==> src/rtl/valu_sequencer.sv <==
// valu_sequencer: command sequencer wrapped around an external combinational
// vector ALU. Each command runs one lane-wise ALU operation. A command can
// also fold the lane sum of its result into a running accumulator. A
// response is emitted for every plain command, and for the reduce command
// that closes an accumulation.
module valu_sequencer #(
    parameter int N = 18,   // lane width in bits
    parameter int V = 3     // lane count
) (
    input  logic           clk,
    input  logic           rst_n,

    // command channel
    input  logic           cmd_valid,
    output logic           cmd_ready,
    input  logic [2:0]     cmd_op,
    input  logic           cmd_reduce,
    input  logic           cmd_last,
    input  logic [V*N-1:0] cmd_a,
    input  logic [V*N-1:0] cmd_b,

    // vector ALU drive and combinational return
    output logic [V*N-1:0] alu_a,
    output logic [V*N-1:0] alu_b,
    output logic [2:0]     alu_op,
    input  logic [V*N-1:0] alu_result,
    input  logic [3:0]     alu_flags,

    // response channel
    output logic           rsp_valid,
    input  logic           rsp_ready,
    output logic [V*N-1:0] rsp_result,
    output logic [3:0]     rsp_flags,
    output logic           rsp_acc_ovf
);

    localparam logic [2:0] OP_LANE_SUM = 3'b101;
    localparam logic [2:0] OP_NONE     = 3'b000;

    typedef enum logic [1:0] {
        IDLE,
        EXEC,
        REDUCE,
        RESP
    } state_t;

    state_t       state;
    logic         reduce_q;     // command being executed folds into the accumulator
    logic         last_q;       // command being executed closes the accumulation
    logic [N-1:0] acc;          // running lane-sum accumulator, mod 2^N
    logic         acc_ovf;      // sticky carry-out of the accumulator

    logic [N:0]   acc_sum;      // accumulator plus this cycle's lane sum, with carry
    logic         acc_ovf_next;

    // Unsigned add that keeps the carry-out in the top bit.
    function automatic logic [N:0] acc_add(input logic [N-1:0] x, input logic [N-1:0] y);
        return {1'b0, x} + {1'b0, y};
    endfunction

    // Place a scalar in lane 0 and zero every other lane.
    function automatic logic [V*N-1:0] lane0_only(input logic [N-1:0] x);
        logic [V*N-1:0] v;
        v          = '0;
        v[N-1:0]   = x;
        return v;
    endfunction

    // In REDUCE the ALU returns the lane sum in lane 0. Precompute the new accumulator value here.
    always_comb begin
        acc_sum      = acc_add(acc, alu_result[N-1:0]);
        acc_ovf_next = acc_ovf | acc_sum[N];
    end

    // Sequencer FSM. Every output is registered.
    // The ALU operand registers double as the latched copy of the command.
    always_ff @(posedge clk or negedge rst_n) begin
        if (!rst_n) begin
            state       <= IDLE;
            cmd_ready   <= 1'b0;
            reduce_q    <= 1'b0;
            last_q      <= 1'b0;
            acc         <= '0;
            acc_ovf     <= 1'b0;
            alu_a       <= '0;
            alu_b       <= '0;
            alu_op      <= OP_NONE;
            rsp_valid   <= 1'b0;
            rsp_result  <= '0;
            rsp_flags   <= '0;
            rsp_acc_ovf <= 1'b0;
        end else begin
            case (state)
                IDLE: begin
                    // The first cycle after reset release raises cmd_ready.
                    cmd_ready <= 1'b1;
                    if (cmd_valid && cmd_ready) begin
                        state     <= EXEC;
                        cmd_ready <= 1'b0;
                        alu_a     <= cmd_a;
                        alu_b     <= cmd_b;
                        alu_op    <= cmd_op;
                        reduce_q  <= cmd_reduce;
                        // A last flag without reduce has no meaning and is dropped.
                        last_q    <= cmd_reduce & cmd_last;
                    end
                end

                EXEC: begin
                    if (reduce_q) begin
                        // Feed the vector result back in for a lane sum.
                        state  <= REDUCE;
                        alu_a  <= alu_result;
                        alu_b  <= '0;
                        alu_op <= OP_LANE_SUM;
                    end else begin
                        state       <= RESP;
                        rsp_valid   <= 1'b1;
                        rsp_result  <= alu_result;
                        rsp_flags   <= alu_flags;
                        rsp_acc_ovf <= 1'b0;
                        alu_a       <= '0;
                        alu_b       <= '0;
                        alu_op      <= OP_NONE;
                    end
                end

                REDUCE: begin
                    acc     <= acc_sum[N-1:0];
                    acc_ovf <= acc_ovf_next;
                    alu_a   <= '0;
                    alu_b   <= '0;
                    alu_op  <= OP_NONE;
                    if (last_q) begin
                        state       <= RESP;
                        rsp_valid   <= 1'b1;
                        rsp_result  <= lane0_only(acc_sum[N-1:0]);
                        rsp_flags   <= alu_flags;
                        rsp_acc_ovf <= acc_ovf_next;
                    end else begin
                        state     <= IDLE;
                        cmd_ready <= 1'b1;
                    end
                end

                RESP: begin
                    // Hold the payload until the consumer takes it.
                    if (rsp_ready) begin
                        state     <= IDLE;
                        rsp_valid <= 1'b0;
                        cmd_ready <= 1'b1;
                        // A closing reduce response starts a fresh accumulation.
                        if (reduce_q) begin
                            acc     <= '0;
                            acc_ovf <= 1'b0;
                        end
                    end
                end

                default: begin
                    state     <= IDLE;
                    cmd_ready <= 1'b0;
                    rsp_valid <= 1'b0;
                end
            endcase
        end
    end

endmodule

==> config.mk <==
export PLATFORM = sky130hd
export DESIGN_NAME = valu_sequencer
export DESIGN_NICKNAME = d
export VERILOG_FILES = /design/src/rtl/valu_sequencer.sv
export SDC_FILE = /design/constraint.sdc
export NUM_CORES = 1
export LEC_CHECK = 0
export BUFFER_PORTS_ARGS = -buffer_cell sky130_fd_sc_hd__buf_4
export CORE_UTILIZATION = 32
export CTS_BUF_LIST = sky130_fd_sc_hd__clkbuf_16
export DETAILED_ROUTE_END_ITERATION = 6
export HOLD_SLACK_MARGIN = 0.15
export PLACE_DENSITY = 0.54
export SETUP_SLACK_MARGIN = 0.05
export SLEW_MARGIN = 40
export SYNTH_ARGS = -nofsm -noshare
export SYNTH_HDL_FRONTEND = slang
export SYNTH_SLANG_ARGS = --single-unit
==> constraint.sdc <==
create_clock -name clk -period 2.9 [get_ports clk]
set_input_delay 0.29 -clock clk [delete_from_list [all_inputs] [get_ports clk]]
set_output_delay 0.29 -clock clk [all_outputs]
set_load 0.01 [all_outputs]
Word-level counts from Yosys, hierarchy flattened
Cells that the tools add are included.
{"block": "totals", "regBits": 195, "n_memories": 0, "word_cells": 78, "mem_bits_ro": 0, "ram_bits": 0, "latch_bits": 0, "output_inout_bits": 172}
{"block": "classes", "shift": 0, "muxes": 36, "n_reduce_logical": 17, "addsub": 1, "multipliers": 0, "bitwise_logic": 2, "div_mod_pow": 0, "n_lt_le_gt_ge": 0, "n_eq_ne": 9}
{"cell": "$mux W54", "n": 5}
{"cell": "$pmux W54 S2", "n": 2}
{"cell": "$pmux W54 S3", "n": 1}
{"cell": "$mux W18", "n": 2}
{"cell": "$pmux W18 S2", "n": 1}
{"cell": "$add A18 B18 Y19", "n": 1}
{"cell": "$ne A2 B2 Y1 const B", "n": 6}
{"cell": "$mux W1", "n": 11}
{"cell": "$pmux W3 S3", "n": 1}
{"cell": "$reduce_and A3 Y1", "n": 3}
{"cell": "$reduce_bool A3 Y1", "n": 3}
{"cell": "$mux W4", "n": 2}
{"cell": "$pmux W2 S4", "n": 1}
{"cell": "$pmux W4 S2", "n": 1}
{"cell": "$reduce_and A2 Y1", "n": 4}
{"cell": "$mux W2", "n": 3}
{"cell": "$mux W3", "n": 2}
{"cell": "$pmux W1 S3", "n": 2}
{"cell": "$reduce_bool A2 Y1", "n": 3}
{"cell": "$eq A2 B2 Y1 const B", "n": 2}
{"cell": "$pmux W1 S2", "n": 2}
{"cell": "$reduce_and A4 Y1", "n": 1}
{"cell": "$eq A2 B1 Y1 const B", "n": 1}
{"cell": "$logic_not A2 Y1", "n": 1}
{"cell": "other kinds (4)", "n": 4}

Logic depth before layout (Yosys ltp)
Gate-level depths: netlist of the first run.
{"block": "logic_depth", "word_depth": 4, "ltp_mapped": 9}

Least setup slack after synthesis of the first run
Ideal clock, no wire load.
{"block": "synth_path", "kind": "register to register", "from": "register acc[0]", "to": "register rsp_result[10]", "t_arrival_ns": 2.241, "path_slack_ns": 0.594, "synth_period_minus_slack_ns": 2.306, "t_required_ns": 2.835, "path_buffers": 0, "path_stages_with_launch": 9, "cell_sequence": "dfrtp_1 -> ha_1 -> fa_1 -> a21o_1 -> and4_4 -> or3_4 -> a21boi_2 -> mux2_2 -> nand2_1"}
{"block": "synth_via", "elab_chain_cells": 3}
{"element": "start, declared", "line": "50", "text": "logic [N-1:0] acc;"}
{"element": "start signal, assigned", "line": "129", "text": "acc <= acc_sum[N-1:0];"}
{"element": "$add A18 B18 Y19", "line": "58", "text": "return {1'b0, x} + {1'b0, y};"}
{"element": "$mux W54", "line": "134", "text": "if (last_q) begin"}
{"element": "$pmux W54 S2", "line": "93", "text": "case (state)"}
{"element": "end signal, assigned", "line": "119", "text": "rsp_result <= alu_result;"}
{"element": "end signal, assigned", "line": "137", "text": "rsp_result <= lane0_only(acc_sum[N-1:0]);"}
{"element": "end, declared", "line": "32", "text": "output logic [V*N-1:0] rsp_result,"}
No other way between the ends. The select of a mux whose other input is x is not followed.
A chain may end at the register's enable or synchronous reset.

Worst setup path after layout of the first run
{"block": "layout_path", "from": "input alu_result[0]", "to": "register rsp_result[14]"}
{"block": "layout_via", "elab_chain_cells": 3}
{"element": "start, declared", "line": "26", "text": "input logic [V*N-1:0] alu_result,"}
{"element": "$add A18 B18 Y19", "line": "58"}
{"element": "$mux W54", "line": "134"}
{"element": "$pmux W54 S2", "line": "93"}
No other way between the ends. The select of a mux whose other input is x is not followed.

==> results.sh, run 1 <==
export IMPL_run_status="finished with violations"
export IMPL_violations="DRC"
export IMPL_viasPerCell=5.05
export IMPL_ff2ff_setup_slack_ns=0.42
export IMPL_grt_pass1_vias=8235
export IMPL_ys_types=57
export IMPL_timing_setup_tns_ns=0
export IMPL_max_freq_mhz=374
export IMPL_yosys_area_top_type="dfrtp_1"
export IMPL_antenna_found_initial=0
export IMPL_die_h_um=167
export IMPL_whs_ns=0.174
export IMPL_overflow=0
export IMPL_netlist_instances=792
export IMPL_slew_viol_final=0
export IMPL_fillers=2411
export IMPL_path_delay_family="compound AO/OA/AOI/OAI gates"
export IMPL_drt_iter0_markers=430
export IMPL_timing_hold_worst_class="in -> reg"
export IMPL_layout_common_cells="buf_4, dfrtp_1, dlygate4sd3_1"
export IMPL_grt_max_degree=91
export IMPL_power_density_mw_per_mm2=1160
export IMPL_gr_usage_all_layers_pct=21.1
export IMPL_final_nets=1426
export IMPL_core_area_mm2=0.0263
export IMPL_period_needed_ns=2.67
export IMPL_finalHoldViolCount=0
export IMPL_required_ns=3.23
export IMPL_worst_path_buf_inv=2
export IMPL_ys_seq_elements=195
export IMPL_root_buffer="clkbuf_16"
export IMPL_max_slew_margin_pct=55.5
export IMPL_die_w_um=167
export IMPL_fp_dieArea_mm2=0.0277
export IMPL_ir_drop_uv=658
export IMPL_fin_crit_sh_pct=92.1
export IMPL_ios=347
export IMPL_total_leakage_power_nw=6.47
export IMPL_setup_violations=0
export IMPL_skew_ns=0.0143
export IMPL_final_cell_area_mm2=0.0134
export IMPL_clkLatencyLatePin_ns=0.44
export IMPL_routed_wl_um=29100
export IMPL_worst_pin_slew_ns=0.668
export IMPL_routedWlPerCell_um=18.5
export IMPL_synth_ff_type="dfrtp_1"
export IMPL_avgSynthCellArea_um2=10.9
export IMPL_arrival_ns=3.00
export IMPL_ys_warn_count=0
export IMPL_slowest_stage="dlygate4sd3_1"
export IMPL_port_buffers=346
export IMPL_crit_chain="dlygate4sd3_1 -> buf_4 -> ha_1 -> fa_1 -> a21o_1 -> and4_4 -> o311ai_2 -> and2_4 -> xor2_1 -> a221oi_1"
export IMPL_row_count=59
export IMPL_final_common_cell="buf_4"
export IMPL_synth_edf_count=0
export IMPL_rsz0062_at_grt="false"
export IMPL_yosys_area_top_type_share_pct=56.3
export IMPL_synthToLayoutAreaGrowth_pct=54.5
export IMPL_dp_hpwl_um=20100
export IMPL_htree_num_levels=4
export IMPL_critical_path_class="in -> reg"
export IMPL_clkTransAtPathRegs_ns=0.08
export IMPL_cts_buffer_depth=2
export IMPL_syn_nets=992
export IMPL_drc=26
export IMPL_cts_sinks=195
export IMPL_antennaDiodeCount=0
export IMPL_tritoncts="built"
export IMPL_grt_pass1_wl_um=45700
export IMPL_postCtsSetupBuffers=0
export IMPL_vias=7942
export IMPL_synth_area_leaders="dfrtp_1, a22o_1, a21oi_1"
export IMPL_crit_fanout=4
export IMPL_placed_area_mm2=0.0118
export IMPL_start_util_pct=33.0
export IMPL_first_pass_iters=7
export IMPL_end_kind="flip-flop"
export IMPL_gp_congestion=0.819
export IMPL_numCtsBuffers=17
export IMPL_drtAntennaViolNets=0
export IMPL_postSynth_asyncResetShare_pct=100
export IMPL_critPathMaxStageDelay_ns=0.55
export IMPL_synth_seq_area_share_pct=56.3
export IMPL_maxCapViolCount=0
export IMPL_drive_above_1_share_pct=34.4
export IMPL_synth_area_mm2=0.00866
export IMPL_critPathLaunchType="input pin"
-- kinds of logic (layout without fill, tap and decap cells) --
family | Yosys count | after routing | synth area share [%]
AOI/OAI and AO/OA | 311 | 311 | 25.6
DFF | 195 | 195 | 56.3
and+or+nand+nor | 171 | 171 | 8.81
buffers and inverters | 67 | 514 | 3.09
adders and majority gates | 25 | 25 | 3.70
xor gates and xnor gates | 14 | 14 | 1.42
muxes | 9 | 9 | 1.07
-- layout make-up --
class	instances	area, um2	share of cell area [%]
sequential	195	4880	36.5
multi-input combinational	530	3570	26.7
clock buffer	17	425	3.18
inverter	13	48.8	0.365
tap	335	419	3.13
timing repair buffer	469	3870	28.9
clock inverter	15	161	1.21
-- state kept, by name, summed over array words and instances, names as in the netlist --
name / count
alu_op: 3
state: 2
alu_b: 54
reduce_q: 1
rsp_flags: 4
last_q: 1
acc_ovf: 1
rsp_result: 54
rsp_acc_ovf: 1
alu_a: 54
acc: 18
cmd_ready: 1
rsp_valid: 1
-- worst register-to-register path: stages, from the launching register on --
cell,delay [ns]
dfrtp_1,0.38
ha_1,0.21
fa_1,0.40
a21o_1,0.21
and4_4,0.20
o311ai_2,0.36
and2_4,0.24
xor2_1,0.07
a221oi_1,0.30
-- synthesized netlist by cell type (2+ instances only) --
| cell | count |
|---|---|
| a22oi_1 | 54 |
| a211oi_2 | 2 |
| clkbuf_1 | 36 |
| a31oi_1 | 7 |
| o21ai_0 | 32 |
| dfrtp_1 | 195 |
| a22o_1 | 100 |
| nand2b_1 | 4 |
| xor2_1 | 6 |
| nand4_1 | 2 |
| nor2_1 | 76 |
| buf_1 | 5 |
| o22ai_1 | 8 |
| mux2i_1 | 7 |
| nand3b_1 | 3 |
| nor4b_1 | 2 |
| o31ai_1 | 2 |
| or2_2 | 4 |
| nand3_1 | 10 |
| o21bai_1 | 2 |
| mux2_2 | 2 |
| nor3b_1 | 2 |
| inv_1 | 13 |
| nor2b_1 | 3 |
| ha_1 | 24 |
| o21ai_1 | 2 |
| a21o_1 | 4 |
| buf_2 | 13 |
| nand2_1 | 54 |
| a21oi_2 | 3 |
| o21a_1 | 2 |
| xnor2_1 | 8 |
| a21oi_1 | 81 |
-- repair_timing --
action	CTS	global route
resized for setup	0	1
hold buffers	102	0
endpoints found under the setup margin	0	1
hold endpoints to repair	173	0
-- path summary, 6_finish.rpt --
path	start	endpoint	cells past startpoint
max	alu_result[0]	rsp_result[14]$_DFFE_PN0P_	10
min	alu_result[4]	rsp_result[4]$_DFFE_PN0P_	3
max reg2reg	acc[0]$_DFFE_PN0P_	rsp_result[14]$_DFFE_PN0P_	8
min reg2reg	acc[13]$_DFFE_PN0P_	acc[13]$_DFFE_PN0P_	2
max in group asynchronous	rst_n	rsp_result[18]$_DFFE_PN0P_	3
min in group asynchronous	rst_n	alu_b[4]$_DFFE_PN0P_	2
-- per-stage QoR --
step	utilization, %	instances	setup WS (ns)	power, mW
6_report	50.9	1574	0.230	15.6
5_1_grt	50.9	1574	0.127	16.7
4_1_cts	50.9	1574	0.145	15.8
3_5_place_dp	44.8	1440	0.256	13.2
3_3_place_gp	44.8	1440	0.306	13.1
2_1_floorplan	-	792	0.594	9.46
-- routing by layer --
metal	vias to the layer above	global-route usage (%)	wire (um)
li1	3793	-	-
met1	3821	27.6	12900
met2	294	34.1	13600
met3	34	5.11	2040
met4	0	6.92	603
met5	-	0	0
-- power breakdown --
part           internal [mW]  switching [mW]  total (mW)
combinational           3.77            4.65        8.42
clock                   1.16            1.21        2.36
sequential              4.01           0.789        4.79
No activity file was read; power rests on OpenSTA's default activity.
==> run 2: changes to the inputs <==
Settings changed: CORE_UTILIZATION 32 to 49, PLACE_DENSITY 0.54 to 0.78.
==> run 2 against run 1 <==
The flow now finishes without violations. Clock skew is 0.0027 ns lower. Sequential share of layout area is 0.46 points higher. Cell area is 1.2% lower. Die area is 34% lower. Register-to-register slack worse by 0.08 ns. Hold slack hardly changed. First-iteration DRC count is 12% higher. Core utilization is 25 points higher. Wire length is 1.5% higher. Final cell count is 7.2% lower. Maximum frequency is 1.3% higher. Non-clock buffer count is 5 lower. Critical path type unchanged. Critical endpoint is now acc[14]$_DFFE_PN0P_. Largest power group unchanged. Highest routed layer unchanged.
==> results.sh, run 2 (synthesis gave the netlist of run 1 again) <==
export IMPL_run_status="finished, final reports clean"
export IMPL_clkLatencyLatePin_ns=0.44
export IMPL_drtAntennaViolNets=0
export IMPL_reg_largest_list="alu_a: 54 flops, alu_b: 54 flops, rsp_result: 54 flops"
export IMPL_ff2ff_setup_slack_ns=0.34
export IMPL_tritoncts="built"
export IMPL_top_layer_used="met4"
export IMPL_setup_violations=0
export IMPL_grt_pass1_wl_um=44800
export IMPL_final_common_cell="buf_4"
export IMPL_required_ns=3.19
export IMPL_timing_setup_tns_ns=0
export IMPL_overflow=0
export IMPL_routed_wl_um=29600
export IMPL_vias=8324
export IMPL_antenna_found_initial=0
export IMPL_rsz0062_at_grt="false"
export IMPL_drc=0
export IMPL_power_mw=15.7
export IMPL_timing_hold_worst_class="in -> reg"
export IMPL_clkTransAtPathRegs_ns=0.07
export IMPL_core_area_mm2=0.0173
export IMPL_slowest_stage="dlygate4sd3_1"
export IMPL_ir_drop_uv=942
export IMPL_htree_num_levels=4
export IMPL_synthToLayoutAreaGrowth_pct=52.5
export IMPL_layout_common_cells="buf_4, dfrtp_1, dlygate4sd3_1"
export IMPL_start_util_pct=50.1
export IMPL_maxCapViolCount=0
export IMPL_setup_ws_ns=0.264
export IMPL_gr_usage_all_layers_pct=32.5
export IMPL_critPathLaunchType="input pin"
export IMPL_wl_met2_um=15100
export IMPL_die_h_um=135
export IMPL_final_nets=1421
export IMPL_routedWlPerCell_um=20.3
export IMPL_numCtsBuffers=17
export IMPL_crit_chain="dlygate4sd3_1 -> buf_4 -> ha_1 -> fa_1 -> a21o_1 -> and4_4 -> o311ai_2 -> and2_4 -> xor2_1 -> o21ai_0"
export IMPL_end_kind="flip-flop"
export IMPL_drt_met1_wl_um=11200
export IMPL_cts_sinks=195
export IMPL_power_density_mw_per_mm2=1190
export IMPL_critPathMaxStageDelay_ns=0.54
export IMPL_max_slew_margin_pct=53.6
export IMPL_critical_path_class="in -> reg"
export IMPL_period_needed_ns=2.64
export IMPL_worst_pin_slew_ns=0.697
export IMPL_fp_dieArea_mm2=0.0182
export IMPL_port_buffers=346
export IMPL_skew_ns=0.0116
export IMPL_viasPerCell=5.70
export IMPL_arrival_ns=2.93
export IMPL_met3_length_um=2220
export IMPL_crit_fanout=4
export IMPL_drive_above_1_share_pct=34.1
export IMPL_root_buffer="clkbuf_16"
export IMPL_gp_congestion=0.854
export IMPL_grt_max_degree=72
export IMPL_drt_iter0_markers=481
export IMPL_dp_hpwl_um=19100
export IMPL_max_freq_mhz=379
export IMPL_finalHoldViolCount=0
export IMPL_slew_viol_final=0
export IMPL_cts_buffer_depth=2
export IMPL_grt_pass1_vias=8475
export IMPL_row_count=48
export IMPL_total_leakage_power_nw=6.45
export IMPL_die_w_um=135
export IMPL_ios=347
export IMPL_pre_cts_ws_ns=0.284
export IMPL_first_pass_iters=5
export IMPL_postCtsSetupBuffers=0
export IMPL_fin_crit_sh_pct=90.9
## run 2: changes by cell type in the layout (fill, tap and decap cells not counted), sizes merged
cell and change:
buf -5, bufinv +2, clkinv -1, diode +1, inv -1
## run 2: through the flow
step / cells / util (%) / area, um2 / hold slack, ns
global route: 1459 / 76.4 / 13200 / 0.171
floorplan: 792 / - / 8660 / -0.00559
detailed placement: 1324 / 66.9 / 11600 / 0.339
CTS: 1458 / 76.2 / 13200 / 0.162
finish: 1460 / 76.4 / 13200 / 0.174
global placement: 1324 / 66.9 / 11600 / 0.337
## run 2: worst paths after layout
path | startpoint | end | cells past startpoint
hold reg to reg | rsp_result[5]$_DFFE_PN0P_ | rsp_result[5]$_DFFE_PN0P_ | 2
max in group asynchronous | rst_n | alu_b[34]$_DFFE_PN0P_ | 3
setup reg to reg | state[1]$_DFFE_PN0P_ | rsp_result[28]$_DFFE_PN0P_ | 8
hold / removal | cmd_a[31] | alu_a[31]$_DFFE_PN0P_ | 3
min in group asynchronous | rst_n | alu_b[14]$_DFFE_PN0P_ | 2
setup / recovery | alu_result[0] | acc[14]$_DFFE_PN0P_ | 10
## run 2: repair_timing
action / in CTS / in global routing
hold buffers: 102 / 0
hold endpoints to repair: 170 / 0
setup endpoints to repair: 0 / 2
gates resized for setup: 0 / 1
## run 2: power breakdown
| part | internal (mW) | switching, mW | total [mW] |
|---|---|---|---|
| registers | 4.01 | 0.828 | 4.84 |
| clock network | 1.30 | 1.13 | 2.43 |
| logic | 3.73 | 4.72 | 8.45 |
## run 2: metal layers
metal  vias to the layer above  track usage [%]
met3                        68             7.36
met4                         0             15.7
met5                         -                0
met1                      4061             38.7
li1                       3779                -
met2                       416             55.8
## run 2: layout make-up
| cell class | instances | area [um2] |
|---|---|---|
| flip-flops and latches | 195 | 4880 |
| fillers | 1144 | 4090 |
| repair buffers | 464 | 3830 |
| multi-input cells | 530 | 3570 |
| clock buffers | 17 | 425 |
| well taps | 225 | 282 |
| clock inverters | 15 | 173 |
| inverters | 13 | 48.8 |
| diodes | 1 | 2.50 |
## run 2: critical path: cells and delay by family
family                   cells  cell delay, ns
adder cells (fa/ha/maj)      2            0.63
XOR/XNOR                     1            0.19
AND/OR/NAND/NOR              2            0.45
buffers and inverters        2            0.69
AO/OA/AOI/OAI                3            0.67
